`src/rtl/arm_control_stage_pkg.sv`:
```
// Shared encodings for the ARM control stage: opcodes, execute commands, condition
// codes, FSM states and the registered control word.
package arm_control_stage_pkg;

  localparam logic [1:0] MODE_ALU = 2'b00;
  localparam logic [1:0] MODE_MEM = 2'b01;
  localparam logic [1:0] MODE_BR  = 2'b10;

  localparam logic [3:0] OP_AND = 4'b0000;
  localparam logic [3:0] OP_EOR = 4'b0001;
  localparam logic [3:0] OP_SUB = 4'b0010;
  localparam logic [3:0] OP_ADD = 4'b0100;
  localparam logic [3:0] OP_ADC = 4'b0101;
  localparam logic [3:0] OP_SBC = 4'b0110;
  localparam logic [3:0] OP_TST = 4'b1000;
  localparam logic [3:0] OP_CMP = 4'b1010;
  localparam logic [3:0] OP_ORR = 4'b1100;
  localparam logic [3:0] OP_MOV = 4'b1101;
  localparam logic [3:0] OP_MVN = 4'b1111;

  localparam logic [3:0] EXE_NOP = 4'b0000;
  localparam logic [3:0] EXE_MOV = 4'b0001;
  localparam logic [3:0] EXE_ADD = 4'b0010;
  localparam logic [3:0] EXE_ADC = 4'b0011;
  localparam logic [3:0] EXE_SUB = 4'b0100;
  localparam logic [3:0] EXE_SBC = 4'b0101;
  localparam logic [3:0] EXE_AND = 4'b0110;
  localparam logic [3:0] EXE_ORR = 4'b0111;
  localparam logic [3:0] EXE_EOR = 4'b1000;
  localparam logic [3:0] EXE_MVN = 4'b1001;
  localparam logic [3:0] EXE_CMP = EXE_SUB;
  localparam logic [3:0] EXE_TST = EXE_AND;
  localparam logic [3:0] EXE_LDR = EXE_ADD;
  localparam logic [3:0] EXE_STR = EXE_ADD;

  localparam logic [3:0] COND_EQ = 4'b0000;
  localparam logic [3:0] COND_NE = 4'b0001;
  localparam logic [3:0] COND_CS = 4'b0010;
  localparam logic [3:0] COND_CC = 4'b0011;
  localparam logic [3:0] COND_MI = 4'b0100;
  localparam logic [3:0] COND_PL = 4'b0101;
  localparam logic [3:0] COND_VS = 4'b0110;
  localparam logic [3:0] COND_VC = 4'b0111;
  localparam logic [3:0] COND_HI = 4'b1000;
  localparam logic [3:0] COND_LS = 4'b1001;
  localparam logic [3:0] COND_GE = 4'b1010;
  localparam logic [3:0] COND_LT = 4'b1011;
  localparam logic [3:0] COND_GT = 4'b1100;
  localparam logic [3:0] COND_LE = 4'b1101;
  localparam logic [3:0] COND_AL = 4'b1110;

  typedef enum logic [1:0] {
    ST_IDLE     = 2'd0,
    ST_MEM_WAIT = 2'd1,
    ST_MEM_DONE = 2'd2
  } state_t;

  typedef struct packed {
    logic       valid;
    logic       branch;
    logic [3:0] exeCmd;
    logic       sOut;
    logic       wbEn;
    logic       memRead;
    logic       memWrite;
  } ctrl_t;

  localparam ctrl_t CTRL_BUBBLE = '0;

endpackage

```
`src/rtl/arm_control_stage_if.sv`:
```
// Instruction, pipeline-control and memory-handshake bundle of the ARM control stage.
interface arm_control_stage_if #(parameter int CMD_W = 4);
  logic             valid_in;
  logic             ready_out;
  logic             S;
  logic [1:0]       mode;
  logic [3:0]       opCode;
  logic [3:0]       cond;
  logic [3:0]       status;
  logic             stall;
  logic             flush;
  logic             mem_ready;
  logic             valid_out;
  logic             B;
  logic [CMD_W-1:0] exe_cmd;
  logic             S_out;
  logic             wb_en;
  logic             mem_read;
  logic             mem_write;
  logic             mem_req;
  logic             mem_err;

  modport slave (
    input  valid_in, S, mode, opCode, cond, status, stall, flush, mem_ready,
    output ready_out, valid_out, B, exe_cmd, S_out, wb_en, mem_read, mem_write,
           mem_req, mem_err
  );

  modport master (
    output valid_in, S, mode, opCode, cond, status, stall, flush, mem_ready,
    input  ready_out, valid_out, B, exe_cmd, S_out, wb_en, mem_read, mem_write,
           mem_req, mem_err
  );
endinterface

```
`src/rtl/arm_control_stage_cond_check.sv`:
```
// Evaluates the ARM condition field against the {N,Z,C,V} flags.
module arm_control_stage_cond_check
  import arm_control_stage_pkg::*;
#(
  parameter int COND_EN = 1
) (
  input  logic [3:0] i_cond,
  input  logic [3:0] i_status,
  output logic       o_pass
);

  logic w_n, w_z, w_c, w_v;
  logic w_raw;

  assign {w_n, w_z, w_c, w_v} = i_status;

  always_comb begin
    w_raw = 1'b0;
    case (i_cond)
      COND_EQ: w_raw = w_z;
      COND_NE: w_raw = !w_z;
      COND_CS: w_raw = w_c;
      COND_CC: w_raw = !w_c;
      COND_MI: w_raw = w_n;
      COND_PL: w_raw = !w_n;
      COND_VS: w_raw = w_v;
      COND_VC: w_raw = !w_v;
      COND_HI: w_raw = w_c && !w_z;
      COND_LS: w_raw = !w_c || w_z;
      COND_GE: w_raw = (w_n == w_v);
      COND_LT: w_raw = (w_n != w_v);
      COND_GT: w_raw = !w_z && (w_n == w_v);
      COND_LE: w_raw = w_z || (w_n != w_v);
      COND_AL: w_raw = 1'b1;
      default: w_raw = 1'b0;
    endcase
  end

  // With condition evaluation disabled every instruction behaves as AL, including 1111.
  assign o_pass = (COND_EN != 0) ? w_raw : 1'b1;

endmodule

```
`src/rtl/arm_control_stage.sv`:
```
// Registered ID/EXE control stage: decode, condition gating, stall/flush handling and
// a LDR/STR memory handshake with timeout.
module arm_control_stage
  import arm_control_stage_pkg::*;
#(
  parameter int CMD_W       = 4,
  parameter int MEM_TIMEOUT = 15,
  parameter int COND_EN     = 1
) (
  input  logic                clk,
  input  logic                rst,
  arm_control_stage_if.slave  bus
);

  localparam int CNT_W = $clog2(MEM_TIMEOUT + 1);

  state_t           r_state, w_stateNext;
  ctrl_t            r_ctrl, w_ctrlNext, w_dec;
  logic [CNT_W-1:0] r_cnt, w_cntNext;
  logic             r_memErr, w_memErrNext;
  logic             w_pass, w_known, w_isMem;

  arm_control_stage_cond_check #(.COND_EN(COND_EN)) u_cond_check (
    .i_cond   (bus.cond),
    .i_status (bus.status),
    .o_pass   (w_pass)
  );

  always_comb begin
    w_dec   = CTRL_BUBBLE;
    w_known = 1'b0;
    case (bus.mode)
      MODE_ALU: begin
        w_known    = 1'b1;
        w_dec.wbEn = 1'b1;
        w_dec.sOut = bus.S;
        case (bus.opCode)
          OP_MOV:  w_dec.exeCmd = EXE_MOV;
          OP_MVN:  w_dec.exeCmd = EXE_MVN;
          OP_ADD:  w_dec.exeCmd = EXE_ADD;
          OP_ADC:  w_dec.exeCmd = EXE_ADC;
          OP_SUB:  w_dec.exeCmd = EXE_SUB;
          OP_SBC:  w_dec.exeCmd = EXE_SBC;
          OP_AND:  w_dec.exeCmd = EXE_AND;
          OP_ORR:  w_dec.exeCmd = EXE_ORR;
          OP_EOR:  w_dec.exeCmd = EXE_EOR;
          OP_CMP: begin
            w_dec.exeCmd = EXE_CMP;
            w_dec.wbEn   = 1'b0;
            w_dec.sOut   = 1'b1;
          end
          OP_TST: begin
            w_dec.exeCmd = EXE_TST;
            w_dec.wbEn   = 1'b0;
            w_dec.sOut   = 1'b1;
          end
          default: w_known = 1'b0;
        endcase
      end
      // Loads and stores share the ADD opcode; S acts as the L bit.
      MODE_MEM: begin
        if (bus.opCode == OP_ADD) begin
          w_known = 1'b1;
          if (bus.S) begin
            w_dec.exeCmd  = EXE_LDR;
            w_dec.wbEn    = 1'b1;
            w_dec.memRead = 1'b1;
          end else begin
            w_dec.exeCmd   = EXE_STR;
            w_dec.memWrite = 1'b1;
          end
        end
      end
      MODE_BR: begin
        w_known      = 1'b1;
        w_dec.branch = 1'b1;
        w_dec.exeCmd = EXE_NOP;
      end
      default: w_known = 1'b0;
    endcase
    w_dec.valid = 1'b1;
    if (!(w_known && w_pass)) w_dec = CTRL_BUBBLE;
  end

  assign w_isMem = w_dec.memRead || w_dec.memWrite;

  always_comb begin
    w_stateNext  = r_state;
    w_ctrlNext   = r_ctrl;
    w_cntNext    = r_cnt;
    w_memErrNext = r_memErr;
    if (bus.flush) begin
      w_stateNext = ST_IDLE;
      w_ctrlNext  = CTRL_BUBBLE;
      w_cntNext   = '0;
    end else if (bus.stall) begin
      w_stateNext = r_state;
    end else if (r_state == ST_MEM_WAIT) begin
      if (bus.mem_ready) begin
        w_stateNext      = ST_MEM_DONE;
        w_ctrlNext.valid = 1'b1;
        w_cntNext        = '0;
      end else if (r_cnt == CNT_W'(MEM_TIMEOUT - 1)) begin
        w_stateNext  = ST_IDLE;
        w_ctrlNext   = CTRL_BUBBLE;
        w_cntNext    = '0;
        w_memErrNext = 1'b1;
      end else begin
        w_cntNext = r_cnt + 1'b1;
      end
    end else begin
      // IDLE and MEM_DONE both accept; ready_out is high here because stall is low.
      w_stateNext = ST_IDLE;
      w_ctrlNext  = CTRL_BUBBLE;
      w_cntNext   = '0;
      if (bus.valid_in) begin
        w_ctrlNext = w_dec;
        if (w_isMem) begin
          w_ctrlNext.valid = 1'b0;
          w_stateNext      = ST_MEM_WAIT;
        end
      end
    end
  end

  always_ff @(posedge clk) begin
    if (rst) begin
      r_state  <= ST_IDLE;
      r_ctrl   <= CTRL_BUBBLE;
      r_cnt    <= '0;
      r_memErr <= 1'b0;
    end else begin
      r_state  <= w_stateNext;
      r_ctrl   <= w_ctrlNext;
      r_cnt    <= w_cntNext;
      r_memErr <= w_memErrNext;
    end
  end

  assign bus.ready_out = (r_state != ST_MEM_WAIT) && !bus.stall;
  assign bus.mem_req   = (r_state == ST_MEM_WAIT);
  assign bus.valid_out = r_ctrl.valid;
  assign bus.B         = r_ctrl.branch;
  assign bus.exe_cmd   = CMD_W'(r_ctrl.exeCmd);
  assign bus.S_out     = r_ctrl.sOut;
  assign bus.wb_en     = r_ctrl.wbEn;
  assign bus.mem_read  = r_ctrl.memRead;
  assign bus.mem_write = r_ctrl.memWrite;
  assign bus.mem_err   = r_memErr;

endmodule
```
`src/flat_wrapper.sv`:
```
// flat-port wrapper written by rule: the top's interface ports become plain ports
module arm_control_stage_flat import arm_control_stage_pkg::*;
#(
  parameter int CMD_W       = 4,
  parameter int MEM_TIMEOUT = 15,
  parameter int COND_EN     = 1
)
  (clk, rst, bus_valid_in, bus_S, bus_mode, bus_opCode, bus_cond, bus_status, bus_stall, bus_flush, bus_mem_ready, bus_ready_out, bus_valid_out, bus_B, bus_exe_cmd, bus_S_out, bus_wb_en, bus_mem_read, bus_mem_write, bus_mem_req, bus_mem_err);
  arm_control_stage_if #(.CMD_W(CMD_W)) bus_i ();
  input  logic clk;
  input  logic rst;
  input wire logic [$bits(bus_i.valid_in)-1:0] bus_valid_in;
  input wire logic [$bits(bus_i.S)-1:0] bus_S;
  input wire logic [$bits(bus_i.mode)-1:0] bus_mode;
  input wire logic [$bits(bus_i.opCode)-1:0] bus_opCode;
  input wire logic [$bits(bus_i.cond)-1:0] bus_cond;
  input wire logic [$bits(bus_i.status)-1:0] bus_status;
  input wire logic [$bits(bus_i.stall)-1:0] bus_stall;
  input wire logic [$bits(bus_i.flush)-1:0] bus_flush;
  input wire logic [$bits(bus_i.mem_ready)-1:0] bus_mem_ready;
  output wire logic [$bits(bus_i.ready_out)-1:0] bus_ready_out;
  output wire logic [$bits(bus_i.valid_out)-1:0] bus_valid_out;
  output wire logic [$bits(bus_i.B)-1:0] bus_B;
  output wire logic [$bits(bus_i.exe_cmd)-1:0] bus_exe_cmd;
  output wire logic [$bits(bus_i.S_out)-1:0] bus_S_out;
  output wire logic [$bits(bus_i.wb_en)-1:0] bus_wb_en;
  output wire logic [$bits(bus_i.mem_read)-1:0] bus_mem_read;
  output wire logic [$bits(bus_i.mem_write)-1:0] bus_mem_write;
  output wire logic [$bits(bus_i.mem_req)-1:0] bus_mem_req;
  output wire logic [$bits(bus_i.mem_err)-1:0] bus_mem_err;
  assign bus_i.valid_in = bus_valid_in;
  assign bus_i.S = bus_S;
  assign bus_i.mode = bus_mode;
  assign bus_i.opCode = bus_opCode;
  assign bus_i.cond = bus_cond;
  assign bus_i.status = bus_status;
  assign bus_i.stall = bus_stall;
  assign bus_i.flush = bus_flush;
  assign bus_i.mem_ready = bus_mem_ready;
  assign bus_ready_out = bus_i.ready_out;
  assign bus_valid_out = bus_i.valid_out;
  assign bus_B = bus_i.B;
  assign bus_exe_cmd = bus_i.exe_cmd;
  assign bus_S_out = bus_i.S_out;
  assign bus_wb_en = bus_i.wb_en;
  assign bus_mem_read = bus_i.mem_read;
  assign bus_mem_write = bus_i.mem_write;
  assign bus_mem_req = bus_i.mem_req;
  assign bus_mem_err = bus_i.mem_err;
  arm_control_stage #(.CMD_W(CMD_W), .MEM_TIMEOUT(MEM_TIMEOUT), .COND_EN(COND_EN)) u_core (.clk(clk), .rst(rst), .bus(bus_i));
endmodule
```
`config.mk`:
```
export PLATFORM = sky130hd
export DESIGN_NAME = arm_control_stage_flat
export DESIGN_NICKNAME = d
export VERILOG_FILES = /design/src/rtl/arm_control_stage_pkg.sv /design/src/rtl/arm_control_stage_if.sv /design/src/rtl/arm_control_stage_cond_check.sv /design/src/rtl/arm_control_stage.sv /design/src/flat_wrapper.sv
export SDC_FILE = /design/constraint.sdc
export NUM_CORES = 1
export LEC_CHECK = 0
export ABC_AREA = 1
export CAP_MARGIN = 20
export CORE_MARGIN = 3
export CORE_UTILIZATION = 42
export CTS_CLUSTER_SIZE = 12
export DETAILED_ROUTE_END_ITERATION = 7
export GPL_ROUTABILITY_DRIVEN = 0
export PLACE_DENSITY = 0.75
export SLEW_MARGIN = 0
export SYNTH_ARGS = -nofsm -noshare
export SYNTH_HDL_FRONTEND = slang
export SYNTH_SLANG_ARGS = --single-unit
export TNS_END_PERCENT = 5
```
`constraint.sdc`:
```
create_clock -name clk -period 1.6 [get_ports clk]
set_clock_uncertainty 0.2 [all_clocks]
set_input_delay 0.16 -clock clk [delete_from_list [all_inputs] [get_ports clk]]
set_output_delay 0.16 -clock clk [all_outputs]
set_load 0.005 [all_outputs]
```
==> flow_summary.yaml, run 1 <==
status:
  status: "finished with violations"
  violations_in_the_final_reports: "negative setup slack"
critical_path:
  cp_max_fo: 3
  timing.critical_path.max_delay_family: "simple AND/OR/NAND/NOR gates"
  worstReg2RegStart: "u_core.r_cnt[0]$_SDFFE_PP0N_"
  critical_path_class: "flip-flop to flip-flop"
  top_cell_by_count_worst_path: "nand3_4"
  critPathLaunchType: "flip-flop"
  worstPathCellList: "inv_2, ha_4, nand3_4, o21ai_4, nand3_4, nor2_4, nand4_1, a21oi_1"
  slowest_stage: "dfxtp_2"
  cp_data_arrival_time_ns: 1.68
  ff2ff_setup_slack_ns: -0.04
  worst_setup_path_end_kind: "flip-flop"
  setup.worst_path.start: "u_core.r_cnt[0]$_SDFFE_PP0N_"
  max_stage_delay_ns: 0.34
  critical_path_required_ns: 1.64
  worst-path-buf-inv: 1
cts:
  tritoncts: "built"
  master_cell_of_the_clock_root_buffer: "clkbuf_4"
  cts.hold.buffers_added: 0
  worst_setup_hold_path_clk_slew_ns: 0.11
  cts_inserted_buffers: 3
  clock_sink_count: 17
  postCtsSetupRepairBufs: 0
  cts.htree.levels: 1
  clockBufferDepth: 2
  worst_skew_late_latency_ns: 0.29
timing:
  finalHoldViolations: 0
  final_min_period_over_clock_period_pct: 102
  unrepaired_setup_endpoints_after_global_routing: "yes"
  final_period_minus_worst_setup_slack_ns: 1.64
  tns_ns: -0.0740
  layout_setup_ws_ns: -0.0376
  max_slew_violation_count: 0
  fmaxAchievable_mhz: 611
  slew_headroom_pct: 76.6
  max_slew.worst_pin.slew_ns: 0.351
  setup_violations: 4
global_route:
  global_route.usage.total_pct: 18.1
  leftover_overflow_at_the_end_of_global_routing: 0
  grt_antenna_before_repair: 0
  grt_start_max_net_pins: 12
  first_pass_grt_wire_length_um: 4860
  first_global_vias: 1255
placement:
  dp.cells: 255
  port-buffer-count: 33
  dp_hpwl_um: 2280
  detailed_place.area_um2: 1610
power:
  finalPower_uw: 910
  maximum_vdd_drop_mv: 0.578
  power.density_nw_per_um2: 525
  power_switching_share_pct: 30.6
  total_leakage_power_uw: 0.000733
  internal-power_uw: 631
  pwr-share-seq_pct: 46.9
  combinationalPowerShare_pct: 26.5
  clock_power_share_pct: 26.6
  power_spent_charging_and_discharging_nets_uw: 279
final_layout:
  post-route-cell-area_um2: 1730
  num_antenna_cells: 0
  finalNonFillerCells: 259
  final_nets: 253
  flow.area_growth_from_synthesis_pct: 52.5
  fillCellCount: 225
  ff_latch_area_um2: 344
  multiInputGateArea_um2: 776
  fraction_of_layout_cells_with_a_size_suffix_above_1_pct: 22.7
min_path:
  hold_path_startpoint: "rst"
  hold_class: "input port to flip-flop"
synth:
  synth_largest_type_area_fraction_pct: 30.0
  syn_avg_cell_area_um2: 6.38
  synth_area_um2: 1140
  synthesized_netlist_cell_count: 178
  post_synth_num_cell_types: 28
  proportion_of_register_bits_with_asynchronous_set_or_reset_after_synthesis_pct: 0
  ys_top_cells_by_area: "dfxtp_1 (30%), nand2_1 (14%), nor2_1 (8.3%)"
  synth.yosys.seq_area_share_pct: 30.0
  number_of_synthesized_register_bits: 17
  post_synthesis_net_count: 201
  synth_edf_count: 0
  synth_top_flop_cell: "dfxtp_1"
  yosysTopAreaCell: "dfxtp_1"
  yosys_warnings: 0
floorplan:
  floorplan.initialDensity_pct: 45.0
  dieArea_um2: 3370
  rows: 18
  die-height_um: 58.0
  core-area_um2: 2520
  die_x_um: 58.0
  io-pin-count: 34
route:
  routed-via-count: 1347
  detail-route-antenna-nets: 0
  drt_pass1_iterations: 4
  wirelength_um: 3110
  detail_route.iter0.violations: 61
  via_cell_ratio: 5.20
  drcViolationCount: 0
  wl_per_cell_um: 12.0
flow_run:
  drv_cap: 0
==> stage by stage <==
| step | utilization, % | setup slack [ns] | hold slack [ns] |
|---|---|---|---|
| 2_1_floorplan | - | 0.0630 | 0.0324 |
| 3_3_place_gp | 63.6 | -0.283 | 0.253 |
| 3_5_place_dp | 63.6 | -0.321 | 0.253 |
| 4_1_cts | 64.6 | -0.0680 | 0.211 |
| 5_1_grt | 68.7 | -0.128 | 0.215 |
| 6_report | 68.7 | -0.0376 | 0.222 |
==> cells by family after synthesis <==
group                      count (synthesis)  synth area share (%)
AOI/OAI and AO/OA                         27                  13.9
xor gates and xnor gates                   2                  1.54
adders and majority gates                  2                  2.20
buffers and inverters                     26                  9.91
DFF                                       17                  30.0
and+or+nand+nor                          104                  42.5
==> worst paths after layout <==
path,cells past startpoint,end
hold / removal,2,u_core.bus.mem_err$_SDFFE_PP0P_
setup reg to reg,8,u_core.bus.mem_write$_SDFFE_PP0P_
setup / recovery,8,u_core.bus.mem_write$_SDFFE_PP0P_
hold reg to reg,2,u_core.bus.mem_read$_SDFFE_PP0P_
==> layout by cell type, fill, tap and decap left out, types with 8 or more instances in the layout <==
cell,Yosys,routed
inv_2,7,8
inv_1,13,12
nand4_1,11,11
clkdlybuf4s50_1,0,28
nor2_1,25,21
dfxtp_1,17,14
nand2_1,43,41
buf_4,0,17
a21oi_1,17,17
nand3_1,13,12
==> worst reg2reg max path, stage by stage (launching register included) <==
cell and delay [ns]:
dfxtp_2 0.34, inv_2 0.07, ha_4 0.14, nand3_4 0.09
o21ai_4 0.21, nand3_4 0.13, nor2_4 0.14, nand4_1 0.12
a21oi_1 0.16
==> layout make-up <==
| cell class | count | area share [%] |
|---|---|---|
| repair buffers | 50 | 26.7 |
| flip-flops and latches | 17 | 19.9 |
| well taps | 30 | 2.17 |
| clock buffers | 4 | 1.52 |
| inverters | 23 | 4.98 |
| multi-input cells | 135 | 44.8 |
==> synthesized netlist by cell type (2+ instances only) <==
cell / n
a21oi_1: 17
buf_6: 2
clkinv_1: 3
dfxtp_1: 17
ha_1: 2
inv_1: 13
inv_2: 7
nand2_1: 43
nand2_2: 2
nand3_1: 13
nand3b_1: 2
nand4_1: 11
nor2_1: 25
nor2_2: 2
nor3_1: 2
o21ai_0: 3
o21ai_2: 2
xor2_1: 2
==> registers in the layout (all words and copies together), names as in the netlist <==
register and count:
u_core.bus.B 1, u_core.bus.S_out 1, u_core.bus.exe_cmd 4, u_core.bus.mem_err 1, u_core.bus.mem_read 1, u_core.bus.mem_write 1, u_core.bus.valid_out 1, u_core.bus.wb_en 1
u_core.r_cnt 4, u_core.r_state 2
==> routing by layer <==
| metal | global-route usage (%) | wire (um) |
|---|---|---|
| met4 | 4.97 | 34 |
| met3 | 4.01 | 189 |
| met1 | 21.5 | 1280 |
| met5 | 0 | 0 |
| met2 | 32.6 | 1600 |
==> power by group through the flow <==
stage | Clock, uW | Sequential (uW) | Combinational [uW]
2_1_floorplan | 0 | 436 | 116
3_3_place_gp | 0 | 436 | 216
3_5_place_dp | 0 | 436 | 221
4_1_cts | 248 | 426 | 221
5_1_grt | 266 | 427 | 265
6_report | 242 | 427 | 241
==> what timing repair did <==
item                       CTS  global route
resized for setup            3            24
pin swaps                    0             7
hold endpoints to repair     0             0
setup endpoints to repair    9            16
Note: power is estimated with default switching activity, not from simulation.
==> run 2: changes to the inputs <==
- CTS_CLUSTER_SIZE: 12 -> 40
==> results of run 2 <==
Final layout, timing and power as in run 1 (identical DEF).
==> run 3: changes to the inputs <==
- SYNTH_HIERARCHICAL: unset -> 1
==> run 3 against run 2 <==
The flow now finishes without violations. Die area is 4.8% higher. Sequential power is 0.9% higher. Routed wire length is 7.7% lower. Final cell count is 3.9% higher. Total power is 0.53% lower. Register-to-register slack better by 0.11 ns. Maximum frequency is 7.0% higher. Largest cell class unchanged. Highest routed layer unchanged.
==> flow_summary.yaml, run 3 <==
status:
  status: "finished, final reports clean"
global_route:
  grt_antenna_before_repair: 0
  grt_start_max_net_pins: 10
  first_pass_grt_wire_length_um: 4910
  leftover_overflow_at_the_end_of_global_routing: 0
  first_global_vias: 1280
  global_route.usage.total_pct: 17.6
synth:
  synth_area_um2: 1200
  yosys_warnings: 6
  post_synthesis_net_count: 206
  proportion_of_register_bits_with_asynchronous_set_or_reset_after_synthesis_pct: 0
  synth_largest_type_area_fraction_pct: 28.4
  post_synth_num_cell_types: 29
  syn_avg_cell_area_um2: 6.54
  yosys-top-cells-count: "nand2_1 (37), nor2_1 (22), nand3_1 (21), dfxtp_1 (17), a21oi_1 (16)"
  synthesized_netlist_cell_count: 183
  synth_edf_count: 0
  synth_top_flop_cell: "dfxtp_1"
  yosysTopAreaCell: "dfxtp_1"
  number_of_synthesized_register_bits: 17
  yosys.cell_count.top_type: "nand2_1"
  ys_top_cells_by_area: "dfxtp_1 (28%), nand2_1 (12%), nand3_1 (8.8%)"
  synth.yosys.seq_area_share_pct: 28.4
cts:
  worst_skew_late_latency_ns: 0.29
  clockBufferDepth: 2
  tritoncts: "built"
  worst_setup_hold_path_clk_slew_ns: 0.09
  cts_inserted_buffers: 3
  master_cell_of_the_clock_root_buffer: "clkbuf_4"
  clock_sink_count: 17
  cts.htree.levels: 1
final_layout:
  fraction_of_layout_cells_with_a_size_suffix_above_1_pct: 28.9
  fillCellCount: 221
  ff_latch_area_um2: 344
  multiInputGateArea_um2: 781
  finalNonFillerCells: 269
  layout_commonest_cell: "nand2_1"
  final_nets: 263
  num_antenna_cells: 0
  flow.area_growth_from_synthesis_pct: 46.3
  layout_common_cells: "nand2_1 (37), clkdlybuf4s50_1 (23), nand3_1 (20), nor2_1 (20), buf_4 (19)"
power:
  maximum_vdd_drop_mv: 0.401
  total_leakage_power_uw: 0.000760
  finalPower_uw: 905
  power.density_nw_per_um2: 517
critical_path:
  slowest_stage: "clkdlybuf4s50_1"
  worstReg2RegStart: "u_core/r_cnt[0]$_SDFFE_PP0N_"
  endpoint_of_the_most_critical_setup_path: "bus_mem_write"
  max_stage_delay_ns: 0.51
  worstRegToRegCells: 8
  rr_endpoint: "u_core/bus.exe_cmd[2]$_SDFFE_PP0P_"
  cp.depth: 1
  critical_path_required_ns: 1.24
  worstPathCellList: "clkdlybuf4s50_1"
  worst-path-buf-inv: 1
  worst_setup_path_end_kind: "primary output"
  critical_path_class: "flip-flop to primary output"
  critPathLaunchType: "flip-flop"
  timing.critical_path.max_delay_family: "buffers and inverters"
  cp_max_fo: 2
  setup.worst_path.start: "u_core/bus.mem_write$_SDFFE_PP0P_"
  ff2ff_setup_slack_ns: 0.07
  cp_data_arrival_time_ns: 1.17
min_path:
  hold_class: "input port to flip-flop"
  hold_path_startpoint: "rst"
placement:
  dp_hpwl_um: 2400
  dp.cells: 262
  port-buffer-count: 33
timing:
  max_slew_violation_count: 0
  tns_ns: 0
  fmaxAchievable_mhz: 653
  slew_headroom_pct: 83.4
  final_period_minus_worst_setup_slack_ns: 1.53
  finalHoldViolations: 0
  setup_violations: 0
  final_min_period_over_clock_period_pct: 95.7
  unrepaired_setup_endpoints_after_global_routing: "yes"
  max_slew.worst_pin.slew_ns: 0.249
  fin_worst_hold_slack_ns: 0.221
route:
  wl_per_cell_um: 10.7
  drcViolationCount: 0
  wirelength_um: 2870
  detail-route-antenna-nets: 0
  routed-via-count: 1373
  via_cell_ratio: 5.10
  drt_pass1_iterations: 4
  detail_route.iter0.violations: 65
floorplan:
  core-area_um2: 2590
  die_x_um: 59.4
  rows: 18
  dieArea_um2: 3530
  io-pin-count: 34
  die-height_um: 59.4
  floorplan.initialDensity_pct: 46.2
flow_run:
  drv_cap: 0
run 3: where the power goes:
group,switching (uW),internal (uW),leakage [uW]
clock,126,96.9,0.0000150
sequential,3.47,428,0.000139
combinational,134,118,0.000606
run 3: timing repair:
action | 4_1_cts | 5_1_grt
hold buffers | 0 | 0
setup endpoints to repair | 13 | 11
gates resized for setup | 14 | 19
buffers inserted | 0 | 3
pin swaps | 1 | 8
run 3: worst min-delay path by stage:
stage / endpoint / depth (start not counted) / slack, ns
final: u_core/bus.mem_err$_SDFFE_PP0P_ / 2 / 0.22
after global routing: u_core/bus.mem_err$_SDFFE_PP0P_ / 2 / 0.26
after CTS: u_core/bus.mem_err$_SDFFE_PP0P_ / 2 / 0.22
after detailed placement: u_core/bus.exe_cmd[1]$_SDFFE_PP0P_ / 2 / 0.26
after global placement: u_core/bus.exe_cmd[3]$_SDFFE_PP0P_ / 2 / 0.26
after floorplan: u_core/bus.mem_err$_SDFFE_PP0P_ / 1 / 0.03
run 3: cell type report:
cell class                      instances  area share (%)
Timing Repair Buffer                   53            26.6
Tap cell                               30            2.14
Sequential cell                        17            19.6
Multi-Input combinational cell        140            44.6
Inverter                               25            5.50
Clock buffer                            4            1.50
run 3: layer usage:
metal	GRT usage, %	up-vias	wire length [um]
met5	0	-	0
met4	9.39	0	76
met3	1.74	8	134
met2	30.9	38	1480
met1	20.7	615	1180
li1	-	712	-
run 3: cell families after synthesis:
group,Yosys count,share of synthesized area (%)
adder cells (fa/ha/maj),2,2.09
XOR/XNOR,1,0.732
AO/OA/AOI/OAI,26,12.5
flip-flops,17,28.4
AND/OR/NAND/NOR,111,46.9
buffers and inverters,26,9.30
run 3: through the flow:
step	area (um^2)	worst slack, ns	utilization, %
floorplan	1200	0.127	-
global placement	1690	-0.545	65.3
detailed placement	1690	-0.595	65.3
CTS	1720	-0.0212	66.4
global route	1750	-0.0403	67.6
finish	1750	0.0689	67.6
